**config.mk**
```make
export PLATFORM = sky130hd
export DESIGN_NAME = normalize_fp_pipe
export DESIGN_NICKNAME = d
export VERILOG_FILES = /design/src/rtl/normalize_fp_pipe.sv
export SDC_FILE = /design/constraint.sdc
export NUM_CORES = 1
export LEC_CHECK = 0
export ABC_CLOCK_PERIOD_IN_PS = 4000
export CORE_MARGIN = 2
export CORE_UTILIZATION = 45
export DETAILED_ROUTE_END_ITERATION = 16
export PLACE_DENSITY = 0.7
export SLEW_MARGIN = 40
export SYNTH_ARGS = -nofsm -noshare
export SYNTH_HDL_FRONTEND = slang
export SYNTH_SLANG_ARGS = --single-unit
```
**constraint.sdc**
```tcl
create_clock -name clk -period 4 [get_ports clk]
set_clock_uncertainty 0.1 [all_clocks]
set_input_delay 0.8 -clock clk [delete_from_list [all_inputs] [get_ports clk]]
set_output_delay 0.8 -clock clk [all_outputs]
set_load 0.005 [all_outputs]
```
**src/rtl/normalize_fp_pipe.sv**
```systemverilog
// ---------------------------------------------------------------------------
// normalize_fp_pipe
//   Two-stage valid/ready normaliser for the FP add/sub datapath. Takes the
//   aligned mantissa sum and pre-normalisation exponent from the adder front
//   end and produces the normalised fraction, adjusted exponent,
//   underflow/overflow flags and guard/round/sticky bits for the rounder.
//
//   Stage 1 (decode): leading-zero count, mode select, shift amount and
//                     candidate exponent.
//   Stage 2 (shift) : shift, field extraction, overflow detection.
//
// Ports
//   clk, reset              clock, synchronous active-high reset
//   in_valid / in_ready     input handshake (in_ready combinational on out_ready)
//   sign1, sign2, zero      operand signs, "an operand is zero" (forces add path)
//   carry                   carry-out of the mantissa adder
//   mantissa_sum [SUM_W]    aligned adder result, bit SUM_W-1 = hidden bit
//   exp_res [EXP_W+2]       pre-normalisation exponent (unsigned)
//   sticky_in               sticky from the alignment shift
//   in_tag / out_tag        opaque tag carried with each operation
//   out_valid / out_ready   output handshake
//   mantissa_norm [MAN_W]   normalised fraction (hidden bit dropped)
//   exp_norm [EXP_W+2]      normalised exponent (not saturated)
//   underflow, overflow     exponent range flags
//   grs [3]                 {guard, round, sticky}
// ---------------------------------------------------------------------------
module normalize_fp_pipe #(
  parameter int EXP_W = 8,
  parameter int MAN_W = 23,
  parameter int SUM_W = 2 * (MAN_W + 1),
  parameter int TAG_W = 4
) (
  input  logic             clk,
  input  logic             reset,
  input  logic             in_valid,
  output logic             in_ready,
  input  logic             sign1,
  input  logic             sign2,
  input  logic             zero,
  input  logic             carry,
  input  logic [SUM_W-1:0] mantissa_sum,
  input  logic [EXP_W+1:0] exp_res,
  input  logic             sticky_in,
  input  logic [TAG_W-1:0] in_tag,
  output logic             out_valid,
  input  logic             out_ready,
  output logic [MAN_W-1:0] mantissa_norm,
  output logic [EXP_W+1:0] exp_norm,
  output logic             underflow,
  output logic             overflow,
  output logic [2:0]       grs,
  output logic [TAG_W-1:0] out_tag
);

  localparam int XW   = EXP_W + 2;
  localparam int LZ_W = $clog2(SUM_W + 1);
  localparam int CW   = (XW > LZ_W) ? XW : LZ_W;
  localparam logic [XW-1:0] OVF_LIM = {2'b00, {EXP_W{1'b1}}};

  typedef enum logic [2:0] {
    MODE_SUB,      // exp_res == 0: already denormal, no shift
    MODE_ZERO,     // exact zero result
    MODE_CARRY,    // add with carry-out: effective right shift by one
    MODE_ADD,      // add without carry: no shift
    MODE_SUBTRACT  // subtract: left shift by leading-zero count
  } mode_t;

  // -------------------------------------------------------------------------
  // Handshake
  // -------------------------------------------------------------------------
  logic s1_valid_reg;
  logic out_valid_reg;
  logic s2_adv;
  logic s1_adv;

  assign s2_adv   = ~out_valid_reg | out_ready;
  assign s1_adv   = ~s1_valid_reg | s2_adv;
  assign in_ready = s1_adv;

  // -------------------------------------------------------------------------
  // Stage 1: leading-zero count and mode select
  // -------------------------------------------------------------------------
  logic [LZ_W-1:0] lzc_next;

  // Later (higher) set bits overwrite earlier ones, leaving the count for
  // the most significant one; an all-zero sum keeps the SUM_W default.
  always_comb begin
    lzc_next = LZ_W'(SUM_W);
    for (int i = 0; i < SUM_W; i++) begin
      if (mantissa_sum[i]) lzc_next = LZ_W'(SUM_W - 1 - i);
    end
  end

  mode_t           mode_next;
  logic [LZ_W-1:0] k_next;
  logic [XW-1:0]   exp_next;
  logic            uf_next;
  logic            add_path;

  assign add_path = (sign1 == sign2) | zero;

  always_comb begin
    mode_next = MODE_SUBTRACT;
    k_next    = '0;
    exp_next  = '0;
    uf_next   = 1'b0;
    if (exp_res == '0) begin
      mode_next = MODE_SUB;
      exp_next  = XW'(mantissa_sum[SUM_W-1]);
    end else if ((mantissa_sum == '0) && !carry) begin
      mode_next = MODE_ZERO;
    end else if (add_path && carry) begin
      mode_next = MODE_CARRY;
      exp_next  = exp_res + XW'(1);
    end else if (add_path) begin
      mode_next = MODE_ADD;
      exp_next  = mantissa_sum[SUM_W-1] ? exp_res : '0;
    end else if (CW'(lzc_next) < CW'(exp_res)) begin
      k_next   = lzc_next;
      exp_next = exp_res - XW'(lzc_next);
    end else begin
      // Full normalisation would take the exponent below 1: shift only as
      // far as exponent 1 allows and flag the denormal. Here exp_res <= lzc,
      // so exp_res-1 always fits the shift field.
      uf_next = 1'b1;
      k_next  = LZ_W'(exp_res - XW'(1));
    end
  end

  mode_t            s1_mode_reg;
  logic [LZ_W-1:0]  s1_k_reg;
  logic [XW-1:0]    s1_exp_reg;
  logic             s1_uf_reg;
  logic [SUM_W-1:0] s1_sum_reg;
  logic             s1_sticky_reg;
  logic [TAG_W-1:0] s1_tag_reg;

  // -------------------------------------------------------------------------
  // Stage 2: shift and field extraction
  // -------------------------------------------------------------------------
  // The hidden bit lands on SUM_W-1 after the shift and is dropped, so only
  // the bits below it are kept.
  logic [SUM_W-2:0] shifted;
  logic [MAN_W-1:0] mant_next;
  logic [2:0]       grs_next;

  assign shifted = (SUM_W - 1)'(s1_sum_reg << s1_k_reg);

  always_comb begin
    mant_next = '0;
    grs_next  = '0;
    case (s1_mode_reg)
      MODE_ZERO: begin
        mant_next = '0;
        grs_next  = '0;
      end
      MODE_CARRY: begin
        // Carry-out means the true hidden bit is the carry itself, so the
        // fraction starts at the top of the sum (a right shift by one).
        mant_next = s1_sum_reg[SUM_W-1 -: MAN_W];
        grs_next  = {s1_sum_reg[SUM_W-1-MAN_W],
                     s1_sum_reg[SUM_W-2-MAN_W],
                     (|s1_sum_reg[SUM_W-3-MAN_W:0]) | s1_sticky_reg};
      end
      default: begin
        mant_next = shifted[SUM_W-2 -: MAN_W];
        grs_next  = {shifted[SUM_W-2-MAN_W],
                     shifted[SUM_W-3-MAN_W],
                     (|shifted[SUM_W-4-MAN_W:0]) | s1_sticky_reg};
      end
    endcase
  end

  logic [MAN_W-1:0] mant_reg;
  logic [XW-1:0]    exp_reg;
  logic             uf_reg;
  logic             of_reg;
  logic [2:0]       grs_reg;
  logic [TAG_W-1:0] tag_reg;

  always_ff @(posedge clk) begin
    if (reset) begin
      s1_valid_reg  <= 1'b0;
      s1_mode_reg   <= MODE_ZERO;
      s1_k_reg      <= '0;
      s1_exp_reg    <= '0;
      s1_uf_reg     <= 1'b0;
      s1_sum_reg    <= '0;
      s1_sticky_reg <= 1'b0;
      s1_tag_reg    <= '0;
      out_valid_reg <= 1'b0;
      mant_reg      <= '0;
      exp_reg       <= '0;
      uf_reg        <= 1'b0;
      of_reg        <= 1'b0;
      grs_reg       <= '0;
      tag_reg       <= '0;
    end else begin
      if (s1_adv) begin
        s1_valid_reg <= in_valid;
        if (in_valid) begin
          s1_mode_reg   <= mode_next;
          s1_k_reg      <= k_next;
          s1_exp_reg    <= exp_next;
          s1_uf_reg     <= uf_next;
          s1_sum_reg    <= mantissa_sum;
          s1_sticky_reg <= sticky_in;
          s1_tag_reg    <= in_tag;
        end
      end
      if (s2_adv) begin
        out_valid_reg <= s1_valid_reg;
        if (s1_valid_reg) begin
          mant_reg <= mant_next;
          exp_reg  <= s1_exp_reg;
          uf_reg   <= s1_uf_reg;
          of_reg   <= (s1_exp_reg >= OVF_LIM);
          grs_reg  <= grs_next;
          tag_reg  <= s1_tag_reg;
        end
      end
    end
  end

  assign out_valid     = out_valid_reg;
  assign mantissa_norm = mant_reg;
  assign exp_norm      = exp_reg;
  assign underflow     = uf_reg;
  assign overflow      = of_reg;
  assign grs           = grs_reg;
  assign out_tag       = tag_reg;

endmodule

```
==> results of run 1 <==
-- power breakdown --
part / switching [mW] / leakage (nW) / internal, mW
Combinational: 0.375 / 3.00 / 0.353
Clock: 0.555 / 0.282 / 0.972
Sequential: 0.0803 / 0.962 / 1.23
-- per-layer routing --
metal  up-vias  GRT usage [%]  share of wire, %
met4         0           11.6               3.5
met1      4313           42.0                46
met3        61           3.59               7.1
li1       4397              -                 -
met2       455           41.7                44
met5         -              0                 0
-- cells in the mapped netlist, types with 3 or more instances --
library cell	n	share of area [%]
nand2_1	236	11
a21oi_1	132	7.9
dfxtp_1	117	28
nor2_1	115	5.2
clkbuf_1	59	2.7
o21ai_0	47	2.8
mux2i_1	46	5.5
nor3_1	42	2.5
mux4_2	31	8.4
nor4_1	28	2.1
inv_1	22	0.99
a211oi_1	16	1.4
nand3_1	15	0.90
a31oi_1	14	1.1
nand4_1	12	0.90
a22oi_1	11	0.99
mux2_2	11	1.5
a221oi_1	9	0.95
buf_1	9	0.41
ha_1	9	1.4
and3_1	8	0.60
buf_2	8	0.48
nor2b_1	8	0.60
a221o_1	7	0.84
o31ai_1	7	0.63
a21o_1	6	0.54
o211ai_1	6	0.54
xor2_1	6	0.63
a32oi_1	5	0.53
buf_6	5	0.68
o21bai_1	5	0.45
xnor2_1	5	0.53
mux4_1	4	1.3
nand2b_1	4	0.30
o22ai_1	4	0.30
or3_1	4	0.30
a311o_1	3	0.36
buf_4	3	0.27
o21a_1	3	0.27
o21ai_1	3	0.18
or2_2	3	0.23
or4_1	3	0.27
-- worst max-delay path: stages --
cell and delay, ns:
clkdlybuf4s50_1 0.42, buf_4 0.16, or4_4 0.52, o21ai_2 0.13, nand2_1 0.10, a21boi_2 0.17, o21ai_1 0.12, ha_1 0.38
nand3_2 0.13, a21boi_2 0.18, o21ai_2 0.08, a21oi_2 0.22, nor2_2 0.06, buf_2 0.17, o21ai_0 0.16, o211ai_1 0.12
a211oi_1 0.22
-- worst paths after layout --
check | endpoint | slack, ns | cells after the start
max | s1_exp_reg[0]$_SDFFE_PP0P_ | 0.1 | 17
min | out_tag[1]$_SDFFE_PP0P_ | 0.35 | 2
max reg2reg | grs[0]$_SDFFE_PP0P_ | 0.79 | 6
min reg2reg | out_tag[1]$_SDFFE_PP0P_ | 0.35 | 2
-- per-stage QoR --
step,setup slack (ns),TNS (ns),cells,utilization [%]
global route,-0.0587,-0.176,1529,61.0
finish,0.0973,0,1529,61.0
floorplan,0.000572,0,1116,-
CTS,0.0134,0,1526,60.3
detailed placement,-0.959,-13.38,1495,56.9
global placement,-0.840,-12.02,1495,56.8
-- layout make-up --
class / count / area (sq um) / area share, %
clock buffers: 18 / 429 / 3.89
clock inverters: 13 / 159 / 1.44
inverters: 23 / 88.8 / 0.806
multi-input cells: 891 / 5650 / 51.2
flip-flops and latches: 117 / 2350 / 21.3
well taps: 229 / 287 / 2.60
repair buffers: 238 / 2070 / 18.7
-- cells by family after synthesis --
family,Yosys count,synth area share (%)
DFF,117,28.1
xor gates and xnor gates,11,1.16
AOI/OAI and AO/OA,295,21.7
adders and majority gates,10,1.59
buffers and inverters,108,5.80
muxes,92,16.7
and+or+nand+nor,483,25.0
-- repair_timing --
action                     in CTS  in global routing
setup endpoints to repair      17                 17
hold endpoints to repair        0                  0
buffers inserted                0                  2
pin swaps                      15                 22
hold buffers                    0                  0
cloned                          0                  1
gates resized for setup        21                 20
==> qor.csv, run 1 <==
metric,value,unit
status,finished with violations,
failing checks,DRC,
"Design Area, Final",11000,sq um
register area share after synthesis,28.1,%
gpl congestion,1.00,
vias per cell,6.03,
CTS tree,yes,
placed inst area,10300,sq um
number of I/O pins,115,
Critical Path End Type,flip-flop,
Power Total,3.56,mW
total CTS buffers,17,
worst reg2reg startpoint,s1_k_reg[0]$_SDFFE_PP0P_,
worst rel slew slack,46.3,%
GRT Total Usage,28.3,%
initial antenna violation count,0,
Total Nets Final,1369,
VDD IR-drop max,0.235,mV
Hold Slack,0.352,ns
core area,18100,sq um
most frequent cells in the layout,"nand2_1, a21oi_1, buf_4, dfxtp_1, nor2_1",
std cell rows,49,
actual slew at the worst max-slew pin,0.806,ns
first-pass GRT wire length,44600,um
Max Cap Violations,0,
vias in the first global route,8317,
Final Hold Fails,0,
DRC viols,1,
Syn. warnings,0,
Clock Pin Slew Worst Setup and Hold Paths,0.05,ns
Routed wire per std cell,18.3,um
n_diodes,0,
Synth cell types,63,
layout cells sized above 1,18.1,%
die area,19600,sq um
Vert. Die Dim,140,um
Port-buffer cells,114,
Pwr Density,323,nW/um^2
max reg flops,48,
Synth Net Count,1197,
Worst EP required,4.22,ns
Die W,140,um
LEAKAGE,4.25,nW
"Async S/R FF share, synth",0,%
largest net degree at the start of global routing,77,
ys flop type,dfxtp_1,
drt initial violations,999,
synthesized instance count,1116,
Final HPWL DP,21000,um
CP max FO,5,
# setup viols final,0,
shortest period the worst path allows,3.90,ns
total grt overflow,0,
fill cell total of the finished layout,1650,
synthesized area,8330,sq um
Worst Setup Start Kind,primary input,
Synth-to-Final Area Change,32.4,%
detailed-route via count,9226,
DRT Pass-1 Iters,11,
Routed WL,28000,um
"most common cell after layout, fill and taps aside",nand2_1,
Post-synth EDFFs,0,
HP Start,out_tag[1]$_SDFFE_PP0P_,
FMAX,256,MHz
Initial Utilization,46.1,%
Setup CP Type,in -> reg,
"FF+latch count, synth",117,
H-tree depth,4,
worst min-delay path category,reg -> reg,
CP arrival,4.13,ns
Max Transition Viols Final,0,
CTS Sinks,117,
clock buffer depth,2,
crit path from,mantissa_sum[5],
CTS root buf,clkbuf_16,
final worst-path cycle share,97.6,%
"Clk Latency, worst-skew pair",0.42,ns
post-route ant nets,0,
mean post-synth cell area,7.46,sq um
Note: power is estimated with default switching activity, not from simulation.
==> inputs of run 2 (changes only) <==
--- a/config.mk
+++ b/config.mk
@@ -5,11 +5,11 @@
 export SDC_FILE = /design/constraint.sdc
 export NUM_CORES = 1
 export LEC_CHECK = 0
-export ABC_CLOCK_PERIOD_IN_PS = 4000
-export CORE_MARGIN = 2
+export ABC_CLOCK_PERIOD_IN_PS = 4600
+export CORE_MARGIN = 3
 export CORE_UTILIZATION = 45
 export DETAILED_ROUTE_END_ITERATION = 16
-export PLACE_DENSITY = 0.7
+export PLACE_DENSITY = 0.68
 export SLEW_MARGIN = 40
 export SYNTH_ARGS = -nofsm -noshare
 export SYNTH_HDL_FRONTEND = slang
==> constraint.sdc (replaced) <==
create_clock -name clk -period 4.6 [get_ports clk]
set_clock_uncertainty 0.1 [all_clocks]
set_input_delay 0.92 -clock clk [delete_from_list [all_inputs] [get_ports clk]]
set_output_delay 0.92 -clock clk [all_outputs]
set_load 0.005 [all_outputs]
==> run 2 against run 1 <==
Net effect: the run now ends clean; clock power decreased by 12%; setup slack improved by 0.15 ns; critical path depth increased by 2; largest power group unchanged.
==> qor.csv, run 2 (synthesis results as in run 1) <==
metric,value,unit,change
Max Transition Viols Final,0,,unchanged
Total Nets Final,1314,,was 1369
Critical Path End Type,flip-flop,,unchanged
HP Start,out_tag[1]$_SDFFE_PP0P_,,unchanged
fin cells,1475,,was 1529
CTS Sinks,117,,unchanged
max reg flops,48,,unchanged
drt initial violations,860,,was 999
Final HPWL DP,20200,um,was 21000 um
vias in the first global route,8126,,was 8317
Clock Pin Slew Worst Setup and Hold Paths,0.06,ns,was 0.05 ns
Port-buffer cells,114,,unchanged
final worst-path cycle share,94.7,%,
worst reg2reg startpoint,s1_k_reg[1]$_SDFFE_PP0P_,,was s1_k_reg[0]$_SDFFE_PP0P_
largest net degree at the start of global routing,59,,was 77
routed wl met3,2210,um,was 1990 um
Initial Utilization,46.1,%,unchanged
met2 wire length,11300,um,was 12300 um
Max Cap Violations,0,,unchanged
area of the multi-input gates,5550,sq um,was 5650 sq um
top layer used by detailed routing,met4,,unchanged
"Clk Latency, worst-skew pair",0.42,ns,about the same
setup_tns,0,ns,unchanged
Setup CP Type,in -> reg,,unchanged
cts hold-fix bufs,0,,unchanged
"Design Area, Final",10500,sq um,was 11000 sq um
die area,20200,sq um,was 19600 sq um
worst rel slew slack,48.1,%,was 46.3%
layout cells sized above 1,13.3,%,was 18.1%
slack of the critical path,0.245,ns,was 0.0973 ns
LEAKAGE,3.97,nW,was 4.25 nW
DRT Pass-1 Iters,5,,was 11
Sequential Area,2350,sq um,about the same
status,"complete, no violations",,was finished with violations
detailed-route via count,8957,,was 9226
total CTS buffers,17,,unchanged
initial antenna violation count,0,,unchanged
CTS tree,yes,,unchanged
slowest CP cell,clkdlybuf4s50_1,,was or4_4
first-pass GRT wire length,42600,um,was 44600 um
most frequent cells in the layout,"nand2_1, a21oi_1, dfxtp_1, nor2_1, clkdlybuf4s50_1",,"was nand2_1, a21oi_1, buf_4, dfxtp_1, nor2_1"
n_diodes,0,,unchanged
crit path cell chain,clkdlybuf4s50_1 -> nor2b_2 -> o21bai_1 -> a21oi_1 -> o21ai_0 -> a2111oi_1 -> buf_4 -> o21ai_1 -> a41oi_2 -> ha_1 -> inv_1 -> fa_2 -> nand3_2 -> a21boi_1 -> o21ai_2 -> a21oi_2 -> or2_2 -> or3_1 -> a31oi_1,,was clkdlybuf4s50_1 -> buf_4 -> or4_4 -> o21ai_2 -> nand2_1 -> a21boi_2 -> o21ai_1 -> ha_1 -> nand3_2 -> a21boi_2 -> o21ai_2 -> a21oi_2 -> nor2_2 -> buf_2 -> o21ai_0 -> o211ai_1 -> a211oi_1
fill cell total of the finished layout,1752,,was 1650
Worst Setup Start Kind,primary input,,unchanged
gpl congestion,0.992,,was 1.00
Routed wire per std cell,18.2,um,was 18.3 um
H-tree depth,4,,unchanged
GRT Total Usage,26.2,%,was 28.3%
clock buffer depth,2,,unchanged
Vert. Die Dim,142,um,was 140 um
"most common cell after layout, fill and taps aside",nand2_1,,unchanged
FMAX,230,MHz,
actual slew at the worst max-slew pin,0.778,ns,was 0.806 ns
Worst EP required,4.84,ns,was 4.22 ns
Synth-to-Final Area Change,26.6,%,was 32.4%
placed inst area,9900,sq um,was 10300 sq um
Max stage delay on crit path,0.47,ns,was 0.52 ns
worst min-delay path category,reg -> reg,,unchanged
post-route ant nets,0,,unchanged
std cell rows,49,,unchanged
Inst Count DP,1442,,was 1495
crit path from,mantissa_sum[0],,was mantissa_sum[5]
shortest period the worst path allows,4.36,ns,
Final Util,58.3,%,was 61.0%
Pwr Density,291,nW/um^2,was 323 nW/um^2
total grt overflow,0,,unchanged
pre-CTS setup slack,-0.474,ns,was -0.959 ns
# setup viols final,0,,unchanged
DRT met1 WL,12200,um,was 12800 um
core area,18100,sq um,unchanged
vias per cell,6.07,,was 6.03
CTS root buf,clkbuf_16,,unchanged
CP arrival,4.59,ns,was 4.13 ns
DRC viols,0,,was 1
CP max FO,4,,was 5
Final Hold Fails,0,,unchanged
Routed WL,26800,um,was 28000 um
VDD IR-drop max,0.197,mV,was 0.235 mV
Die W,142,um,was 140 um
number of I/O pins,115,,unchanged
==> run 2: cell types whose count changed in the layout (fill, tap and decap cells not counted), sizes merged, moves of 3 or more <==
| cell | previous run | this run |
|---|---|---|
| clkinv | 6 | 3 |
| dlygate4sd2 | 5 | 0 |
| inv | 24 | 27 |
| buf | 125 | 70 |
| clkdlybuf4s50 | 107 | 113 |
==> run 2: worst max-delay path: cells and delay by family <==
kind                       cells  cell delay, ns
AOI/OAI and AO/OA             10            1.55
buffers and inverters          3            0.72
and+or+nand+nor                4            0.84
adders and majority gates      2            0.56
==> run 2: final timing paths <==
kind	to	slack, ns	cells past startpoint
min reg2reg	out_tag[1]$_SDFFE_PP0P_	0.35	2
max	s1_k_reg[1]$_SDFFE_PP0P_	0.24	19
min	out_tag[1]$_SDFFE_PP0P_	0.35	2
max reg2reg	grs[0]$_SDFFE_PP0P_	1.30	7
==> run 2: what timing repair did <==
item	in CTS	in global routing
resized for setup	1	10
setup buffers	0	1
setup endpoints to repair	3	17
pin swaps	0	3
==> run 2: layout make-up <==
| type | instances | share of cell area, % |
|---|---|---|
| clock buffers | 19 | 4.30 |
| clock inverters | 13 | 1.38 |
| inverters | 23 | 0.843 |
| multi-input cells | 891 | 52.7 |
| flip-flops and latches | 117 | 22.3 |
| well taps | 229 | 2.72 |
| repair buffers | 183 | 15.8 |
==> run 2: per-layer routing <==
layer	global-route usage (%)	up-vias
met3	4.03	79
met5	0	-
li1	-	4285
met2	37.9	426
met1	38.5	4167
met4	11.4	0
==> run 2: stage by stage <==
step / total power, mW / hold slack (ns)
final: 3.06 / 0.351
after CTS: 3.07 / 0.354
after floorplan: 1.47 / 0.332
after global routing: 3.19 / 0.372
after global placement: 1.72 / 0.338
after detailed placement: 1.73 / 0.346
==> run 2: power breakdown <==
part	switching [mW]	total [mW]	leakage [nW]	internal, mW
registers	0.0689	1.14	0.962	1.07
clock network	0.506	1.34	0.283	0.830
logic	0.312	0.591	2.72	0.279
total	0.887	3.06	3.97	2.18
==> inputs of run 3 (changes only) <==
--- a/config.mk
+++ b/config.mk
@@ -8,8 +8,10 @@
 export ABC_CLOCK_PERIOD_IN_PS = 4600
 export CORE_MARGIN = 3
 export CORE_UTILIZATION = 45
+export CTS_CLUSTER_DIAMETER = 150
 export DETAILED_ROUTE_END_ITERATION = 16
 export PLACE_DENSITY = 0.68
+export SKIP_LAST_GASP = 1
 export SLEW_MARGIN = 40
 export SYNTH_ARGS = -nofsm -noshare
 export SYNTH_HDL_FRONTEND = slang
==> results of run 3 <==
The final DEF is identical to that of run 2; final timing and power are the same.
